===== config.mk =====
export PLATFORM = sky130hd
export DESIGN_NAME = stack_mem_responder
export DESIGN_NICKNAME = d
export VERILOG_FILES = /design/src/rtl/cpu_mem_pkg.sv /design/src/rtl/stack_mem_array.sv /design/src/rtl/stack_mem_responder.sv
export SDC_FILE = /design/constraint.sdc
export NUM_CORES = 2
export LEC_CHECK = 0
export CELL_PAD_IN_SITES_DETAIL_PLACEMENT = 0
export CELL_PAD_IN_SITES_GLOBAL_PLACEMENT = 1
export CORE_MARGIN = 10
export CORE_UTILIZATION = 43
export CTS_CLUSTER_DIAMETER = 200
export DETAILED_ROUTE_END_ITERATION = 8
export GPL_TIMING_DRIVEN = 0
export PLACE_DENSITY = 0.7
export SLEW_MARGIN = 5
export SYNTH_ARGS = -nofsm -noshare
export SYNTH_HDL_FRONTEND = slang
export SYNTH_SLANG_ARGS = --single-unit

===== constraint.sdc =====
create_clock -name clock -period 17.8 [get_ports clock]
set_input_delay 2.67 -clock clock [delete_from_list [all_inputs] [get_ports clock]]
set_output_delay 2.67 -clock clock [all_outputs]
set_load 0.05 [all_outputs]

===== src/rtl/cpu_mem_pkg.sv =====
// -----------------------------------------------------------------------------
// cpu_mem_pkg
// Shared definitions for the stack memory responder and its storage array:
//   - mem_state_e : responder FSM states (IDLE / WAIT / RESP)
//   - DEF_ADDR_W  : default word-address width
//   - DEF_DATA_W  : default data word width
//   - WAIT_CNT_W  : width of the wait-state counter (covers 0..15 wait cycles)
// -----------------------------------------------------------------------------
package cpu_mem_pkg;

    localparam int DEF_ADDR_W = 8;
    localparam int DEF_DATA_W = 16;
    localparam int WAIT_CNT_W = 4;

    typedef enum logic [1:0] {
        ST_IDLE = 2'd0,
        ST_WAIT = 2'd1,
        ST_RESP = 2'd2
    } mem_state_e;

endpackage


===== src/rtl/stack_mem_array.sv =====
// -----------------------------------------------------------------------------
// stack_mem_array
// 2^ADDR_W x DATA_W storage with one synchronous write port and one registered
// read port. The responder pulses rd_en_i only on the edge that enters its
// response state, so rdata_o holds the captured word for the whole response.
// Contents are never cleared.
//
// Ports:
//   clock    in   system clock
//   wr_en_i  in   write addr_i with wdata_i on this edge
//   rd_en_i  in   capture mem[addr_i] into the read register on this edge
//   addr_i   in   ADDR_W word address shared by both ports
//   wdata_i  in   DATA_W write data
//   rdata_o  out  DATA_W registered read data
// -----------------------------------------------------------------------------
module stack_mem_array
    import cpu_mem_pkg::*;
#(
    parameter int ADDR_W = DEF_ADDR_W,
    parameter int DATA_W = DEF_DATA_W
) (
    input  logic              clock,
    input  logic              wr_en_i,
    input  logic              rd_en_i,
    input  logic [ADDR_W-1:0] addr_i,
    input  logic [DATA_W-1:0] wdata_i,
    output logic [DATA_W-1:0] rdata_o
);

    logic [DATA_W-1:0] mem_q [2**ADDR_W];
    logic [DATA_W-1:0] rdata_q;

    always_ff @(posedge clock) begin
        if (wr_en_i) begin
            mem_q[addr_i] <= wdata_i;
        end
        if (rd_en_i) begin
            rdata_q <= mem_q[addr_i];
        end
    end

    assign rdata_o = rdata_q;

endmodule


===== src/rtl/stack_mem_responder.sv =====
// -----------------------------------------------------------------------------
// stack_mem_responder
// Single-outstanding memory responder for a CPU stack. A request is accepted
// in IDLE, optionally waits WAIT_CYC cycles, then presents one response that
// is held until the initiator consumes it. Transactions are fully serialized.
//
// Optional feature (macro STACK_BOUNDS_CHECK_EN):
//   defined   - addresses outside STACK_LO..STACK_HI complete with normal
//               timing, resp_err=1, resp_rdata=0 and no array write.
//   undefined - resp_err is always 0 and every address reaches the array.
//
// Ports:
//   clock       in   system clock
//   reset       in   synchronous active-high reset
//   req_valid   in   request present
//   req_write   in   1 = write, 0 = read
//   req_addr    in   ADDR_W word address (used as given, never modified)
//   req_wdata   in   DATA_W write data
//   req_ready   out  high only in IDLE
//   resp_valid  out  high throughout the response state
//   resp_ready  in   initiator consumes the response
//   resp_rdata  out  DATA_W read data, 0 for writes and errored accesses
//   resp_err    out  access rejected by the bounds check
// -----------------------------------------------------------------------------
module stack_mem_responder
    import cpu_mem_pkg::*;
#(
    parameter int                ADDR_W   = DEF_ADDR_W,
    parameter int                DATA_W   = DEF_DATA_W,
    parameter int                WAIT_CYC = 1,
    parameter logic [ADDR_W-1:0] STACK_LO = 8'h80,
    parameter logic [ADDR_W-1:0] STACK_HI = 8'hFF
) (
    input  logic              clock,
    input  logic              reset,
    input  logic              req_valid,
    input  logic              req_write,
    input  logic [ADDR_W-1:0] req_addr,
    input  logic [DATA_W-1:0] req_wdata,
    output logic              req_ready,
    output logic              resp_valid,
    input  logic              resp_ready,
    output logic [DATA_W-1:0] resp_rdata,
    output logic              resp_err
);

    // Counter value on the last wait cycle; unused when WAIT_CYC is 0.
    localparam logic [WAIT_CNT_W-1:0] WAIT_LAST =
        WAIT_CNT_W'((WAIT_CYC > 0) ? (WAIT_CYC - 1) : 0);

    mem_state_e            state_q;
    logic [WAIT_CNT_W-1:0] wait_cnt_q;
    logic                  write_q;
    logic [ADDR_W-1:0]     addr_q;
    logic [DATA_W-1:0]     wdata_q;
    logic                  req_ready_q;
    logic                  resp_valid_q;
    logic                  resp_err_q;
    logic                  resp_data_q;   // response carries array read data

    logic                  accept;
    logic                  wait_done;
    logic                  enter_resp;
    logic                  acc_write;
    logic [ADDR_W-1:0]     acc_addr;
    logic [DATA_W-1:0]     acc_wdata;
    logic                  acc_in_bounds;
    logic                  arr_wr_en;
    logic                  arr_rd_en;
    logic [DATA_W-1:0]     arr_rdata;

    assign accept    = req_valid && (state_q == ST_IDLE) && !reset;
    assign wait_done = (state_q == ST_WAIT) && (wait_cnt_q == WAIT_LAST);

    // With zero wait states the response state is entered on the accept edge
    // itself, before the request registers are loaded, so the live request
    // fields drive the array on that edge.
    assign enter_resp = !reset && (((WAIT_CYC == 0) && accept) || wait_done);
    assign acc_write  = (state_q == ST_IDLE) ? req_write : write_q;
    assign acc_addr   = (state_q == ST_IDLE) ? req_addr  : addr_q;
    assign acc_wdata  = (state_q == ST_IDLE) ? req_wdata : wdata_q;

`ifdef STACK_BOUNDS_CHECK_EN
    // One extra MSB keeps the comparisons from being trivially constant when
    // a bound sits at the edge of the address range.
    assign acc_in_bounds = ({1'b0, acc_addr} >= {1'b0, STACK_LO}) &&
                           ({1'b0, acc_addr} <= {1'b0, STACK_HI});
`else
    logic unused_bounds;
    assign unused_bounds = ^{STACK_LO, STACK_HI};
    assign acc_in_bounds = 1'b1;
`endif

    assign arr_wr_en = enter_resp &&  acc_write && acc_in_bounds;
    assign arr_rd_en = enter_resp && !acc_write && acc_in_bounds;

    stack_mem_array #(
        .ADDR_W (ADDR_W),
        .DATA_W (DATA_W)
    ) u_array (
        .clock   (clock),
        .wr_en_i (arr_wr_en),
        .rd_en_i (arr_rd_en),
        .addr_i  (acc_addr),
        .wdata_i (acc_wdata),
        .rdata_o (arr_rdata)
    );

    always_ff @(posedge clock) begin
        if (reset) begin
            state_q      <= ST_IDLE;
            wait_cnt_q   <= '0;
            req_ready_q  <= 1'b1;
            resp_valid_q <= 1'b0;
            resp_err_q   <= 1'b0;
            resp_data_q  <= 1'b0;
        end else begin
            case (state_q)
                ST_IDLE: begin
                    if (accept) begin
                        write_q     <= req_write;
                        addr_q      <= req_addr;
                        wdata_q     <= req_wdata;
                        wait_cnt_q  <= '0;
                        req_ready_q <= 1'b0;
                        state_q     <= (WAIT_CYC == 0) ? ST_RESP : ST_WAIT;
                    end
                end
                ST_WAIT: begin
                    if (wait_done) begin
                        state_q <= ST_RESP;
                    end else begin
                        wait_cnt_q <= wait_cnt_q + 1'b1;
                    end
                end
                ST_RESP: begin
                    if (resp_ready) begin
                        state_q      <= ST_IDLE;
                        req_ready_q  <= 1'b1;
                        resp_valid_q <= 1'b0;
                        resp_err_q   <= 1'b0;
                        resp_data_q  <= 1'b0;
                    end
                end
                default: begin
                    state_q     <= ST_IDLE;
                    req_ready_q <= 1'b1;
                end
            endcase
            if (enter_resp) begin
                resp_valid_q <= 1'b1;
                resp_err_q   <= !acc_in_bounds;
                resp_data_q  <= !acc_write && acc_in_bounds;
            end
        end
    end

    assign req_ready  = req_ready_q;
    assign resp_valid = resp_valid_q;
    assign resp_err   = resp_err_q;
    assign resp_rdata = resp_data_q ? arr_rdata : '0;

endmodule


# --- Word level (Yosys, flattened, before mapping) ---
# Memories as Yosys holds them, arrays and structs flattened. A register that Yosys moved wholly into a read port is not among the register bits.
# Cells that the tools add are included.
word_totals:
  latch_bits: 0
  out_inout_bits: 19
  rom_bits: 0
  n_memories: 1
  word_cells: 56
  ramBits: 4096
  ff_bits: 34
mem_list:
  columns: ["name", "depth", "width", "read_ports", "rd_ports_with_merged_regs", "write_ports", "line_no", "rtl"]
  rows:
  - ["u_array.mem_q", 256, 16, 1, 1, 1, "stack_mem_array.sv:30", "logic [DATA_W-1:0] mem_q [2**ADDR_W];"]
classes:
  addsub: 1
  n_lt_le_gt_ge: 0
  mux: 20
  n_shift: 0
  mul: 0
  eq_ne: 6
  n_reduce_logical: 18
  bitwise_logic: 2
  div: 0
ops:
  columns: ["op", "count"]
  rows:
  - ["16-bit 2-to-1 mux", 2]
  - ["3-bit AND reduction", 4]
  - ["1-bit 2-to-1 mux", 9]
  - ["4-bit 2-to-1 mux", 2]
  - ["8-bit 2-to-1 mux", 1]
  - ["2-bit != test (second input constant)", 4]
  - ["4-bit one-hot mux with 2 select lines", 1]
  - ["1-bit logical AND", 6]
  - ["2-bit 2-to-1 mux", 3]
  - ["2-bit one-hot mux with 3 select lines", 1]
  - ["2-bit nonzero test", 3]
  - ["4-bit by 1-bit adder with 4-bit output (second input constant)", 1]
  - ["4-bit zero test", 1]
  - ["1-bit one-hot mux with 3 select lines", 1]
  - ["2-bit by 1-bit equality test with 1-bit output (second input constant)", 1]
  - ["2-bit equality test (second input constant)", 1]
  - ["1-bit zero test", 2]
  - ["2-bit zero test", 1]
  - ["1-bit NOT", 2]
  - ["2-bit AND reduction", 1]

# --- Longest topological paths before layout ---
logic_depth:
  depth_word: 6
  depth_mapped: 11
  ltp_nobuf: 8

# --- By module ---
# From an unflattened synthesis, not the netlist that was laid out.
hier_totals:
  hier_cells: 6855
  area_unflattened_um2: 157258.3
by_module_without_submodules:
  columns: ["mod", "area_per_inst_um2", "seq_area_each_um2", "instances", "cells_per_inst"]
  rows:
  - ["stack_mem_array", 155559.2, 123478.4, 1, 6727]
  - ["stack_mem_responder", 1699.1, 930.9, 1, 128]

# --- Least setup slack after synthesis ---
# OpenSTA, ideal clock, no wires.
synth_timing:
  path_type: "input -> register"
  start: "input port req_wdata[10]"
  end: "memory u_array.mem_q[0][10] (netlist bit), data pin"
  t_required_ns: 16.977
  arrival_time_ns: 5.767
  path_buffers: 0
  setup_slack_ns: 11.211
  cell_stages: 2
  cell_sequence: "nand2_1 > nand2_1"
synth_via:
  elab_chain_len: 1
synth_rtl:
  columns: ["item", "line_no", "rtl"]
  rows:
  - ["start, declared", "stack_mem_responder.sv:39", "input logic [DATA_W-1:0] req_wdata,"]
  - ["16-bit 2-to-1 mux", "stack_mem_responder.sv:81", "assign acc_wdata = (state_q == ST_IDLE) ? req_wdata : wdata_q;"]
  - ["net acc_wdata[10]", "stack_mem_responder.sv:66", "logic [DATA_W-1:0] acc_wdata;"]
  - ["end, declared", "stack_mem_array.sv:30", null]
# The timed path passes the listed nets, and every way through them passes these cells.

# --- Worst setup path after layout ---
layout_timing:
  start: "input port req_addr[1]"
  end: "register u_array.rdata_q[6], in the netlist u_array.rdata_o[6] (read register of u_array.mem_q), data pin"
layout_via:
  elab_chain_len: 1
layout_rtl:
  columns: ["item", "line_no", "rtl"]
  rows:
  - ["start, declared", "stack_mem_responder.sv:38", "input logic [ADDR_W-1:0] req_addr,"]
  - ["8-bit 2-to-1 mux", "stack_mem_responder.sv:80", "assign acc_addr = (state_q == ST_IDLE) ? req_addr : addr_q;"]
  - ["end, declared", "stack_mem_array.sv:31", "logic [DATA_W-1:0] rdata_q;"]
# Every way passes these cells.
# A chain may end at the register's enable or synchronous reset.

==> impl_results.md <==
* Status: finished, violations left
* Failing checks: max-capacitance violations, max-slew violations
* Synth Cell Area at 152000 um2
* Ranking of synthesized cells by area: edfxtp_1, a22oi_1, a21oi_1
* CTS tree: done
* Worst Setup Path Type: input pin to flop
* Post-synth top area share at 81.5%
* First-pass GRT wire length at 675 mm
* Die ar. at 379000 um2
* Vias at 91000
* Max-Cap Viols at 10
* Synth Area in XOR/XNOR at 0%
* Placed Cells incl. Taps at 13600
* Largest net degree at the start of global routing at 73
* Hold Path Class: flop to flop
* Row cnt at 218
* Commonest cells post-synth: edfxtp_1, a22oi_1, a21oi_1
* Total GRT Usage at 25.0%
* Crit-path cells: clkdlybuf4s50_1 -> or4_1 -> o31ai_4 -> buf_2 -> buf_2 -> clkbuf_1 -> a22oi_1 -> a21oi_1 -> o41ai_1 -> a41oi_1 -> or4_1
* Final WL at 494 mm
* Pwr Density at 123 nW/um2
* Async SR Flop Fraction at 0%
* Die Y at 616 um
* Clock latency on the worst-skew pair at 1.02 ns
* Combinational Power Share at 10.7%
* FMAX at 127 MHz
* Period utilisation layout at 44.3%
* Initial core utilization at 43.2%
* PortBufs at 46
* Layout Area Growth over Synthesis at 15.6%
* NumNets Final at 9331
* Die W at 616 um
* Required @ worst endpoint at 18.61 ns
* Reg clk slew, reported paths at 0.06 ns
* RD Place Congestion at 0.928
* LEAKAGE at 52.4 nW
* Pint at 16.3 mW
* Max Slew Vio Count at 27
* Min Hold Slack at 0.505 ns
* CP Data Arrival Time at 8.69 ns
* Final Setup Violations at 0
* Setup bufs post-CTS at 0
* Critical path launch point type: input pin
* Fin. Hold Viols at 0
* # DRC at 0
* Final Critical Period at 7.89 ns
* Non-filler cells, final at 14400
* Initial antenna violation count at 31
* Max_slew headroom at -9.27%
* Clock Power Share at 38.5%
* Total CTS buffers at 408
* Post-DP HPWL at 341 mm
* P_sw at 5.49 mW
* CTS HTree Levels at 5
* Clk sinks at 4146
* Core Footprint at 353000 um2
* Pwr Total at 21.8 mW
* Synth Area in Adders at 0.0164%
* Synthesized net count at 8698
* Mux cell area share after synthesis at 0.00738%
* Worst-Margin Slew at 1.64 ns
* Ys Warns at 0
* Crit-path slowest cell: clkbuf_1
* Syn_area_per_cell at 17.6 um2
* IR drop worst, VDD at 0.0000817 V
* Crit path buf inv count at 4
* Vias per std cell at 6.33
* 1st-pass router iterations at 7
* Num ports at 48
* Unrepaired setup endpoints after global routing: false
* Post-synthesis cell count at 8667
* CP top delay family: buffers and inverters
* Area share of and/or/nand/nor cells after synthesis at 1.19%
* Post-CTS sizing at 0
* Final ANT Viol Nets at 0
* Worst Setup End Kind: flop
* Initial DRC count at 14100
* Post-synth cell types at 43
* Net switching share of the total power at 25.3%
* Main combinational cell family by area after synthesis: compound AO/OA/AOI/OAI gates
* Layout cells sized above 1 at 12.3%
* Top-count cell post-synth: edfxtp_1
* Hold buffer count at CTS at 0
* Clock root cell: clkbuf_16
* Flip-flop and latch count after synthesis at 4146
* GR Overflow Total at 0
* EDFF count, synth at 4137
* Vias in the first global route at 87300
* Worst-path fanout max at 11
* CP peak stage delay at 1.08 ns
* Yosys top cell by area: edfxtp_1
* Compound-Gate Fraction of Synth Area at 15.5%
* Routed len/inst at 34.4 um
* TNS Setup at 0 ns
* Seq pwr share at 50.8%
* Top_reg_cell synth: edfxtp_1
* Post-Route Skew at 0.0661 ns
* Post-synthesis sequential area ratio at 81.6%
* CTS Buffer Depth at 4
-- kinds of logic (layout without fill, tap and decap cells) --
family | count (synthesis) | in the layout
AOI/OAI and AO/OA | 3431 | 3431
adders and majority gates | 2 | 2
buffers and inverters | 662 | 1629
DFF | 4146 | 4146
muxes | 1 | 1
other | 1 | 20
and+or+nand+nor | 424 | 424
-- layer usage --
layer | share of wire, % | wire, um | global-route usage, %
met1 | 38 | 187000 | 33.2
met2 | 45 | 222000 | 38.2
met3 | 11 | 53200 | 5.95
met4 | 6.4 | 31400 | 13.2
met5 | 0.011 | 54 | 0
-- worst reg2reg max path: stages, from the launching register on --
cell	delay (ns)
dfxtp_1	0.50
or2_1	0.15
buf_2	0.16
clkbuf_1	0.54
nand3b_1	0.15
nand2_1	0.68
clkbuf_1	0.82
clkbuf_1	0.99
nand2_1	0.76
clkbuf_1	0.50
nor2_2	0.85
-- state kept, by name (all words and copies together) (netlist names) --
name,flops
resp_valid,1
u_array.mem_q,4096
resp_data_q,1
wdata_q,16
write_q,1
req_ready,1
wait_cnt_q,4
state_q,2
u_array.rdata_o,16
addr_q,8
-- through the flow --
| stage | instance area [um2] | util [%] | setup WS (ns) |
|---|---|---|---|
| after floorplan | 152000 | - | 11.21 |
| after global placement | 159000 | 45.0 | 5.02 |
| after detailed placement | 163000 | 46.2 | 9.13 |
| after CTS | 176000 | 49.8 | 10.14 |
| after global routing | 176000 | 49.9 | 10.05 |
| final | 176000 | 49.9 | 9.91 |
-- area by class of cell --
class / instances / area, um2
Clock inverter: 244 / 2130
Clock buffer: 500 / 10700
Inverter: 7 / 26.3
Buffer: 655 / 2650
Sequential cell: 4146 / 124000
Multi-Input combinational cell: 3859 / 26500
Antenna cell: 19 / 47.5
Tap cell: 4730 / 5920
Timing Repair Buffer: 223 / 3900
Fill cell: 28600 / 177000
-- layout by cell type (no fill, tap or decap), types with 46 or more instances in the layout --
master,instances
a22oi_1,2051
buf_2,73
clkbuf_16,414
clkdlybuf4s50_1,46
o41ai_1,221
buf_1,50
clkinv_2,75
nand2_1,57
clkinv_1,99
clkbuf_2,46
edfxtp_1,4137
a41oi_1,64
buf_16,64
a21oi_1,1030
nor2_2,252
clkbuf_1,563
buf_8,69
-- power groups by stage --
stage | Clock [mW] | Sequential [mW] | Combinational [mW]
final | 8.38 | 11.1 | 2.33
after global routing | 8.81 | 11.0 | 2.39
after CTS | 8.41 | 11.1 | 2.26
after detailed placement | 0 | 11.3 | 2.25
after global placement | 0 | 11.6 | 2.04
after floorplan | 0 | 11.4 | 1.01
-- path summary, 6_finish.rpt --
check	startpoint	to	slack [ns]	depth (start not counted)
worst max-delay path	req_addr[1]	u_array.rdata_o[6]$_DFFE_PP_	9.91	11
worst min-delay path	req_ready$_SDFFE_PP1P_	req_ready$_SDFFE_PP1P_	0.51	2
worst max register to register	state_q[0]$_SDFFE_PP0P_	u_array.mem_q[158][1]$_DFFE_PP_	11.29	10
worst min register to register	req_ready$_SDFFE_PP1P_	req_ready$_SDFFE_PP1P_	0.51	2
Note: power is estimated with default switching activity, not from simulation.
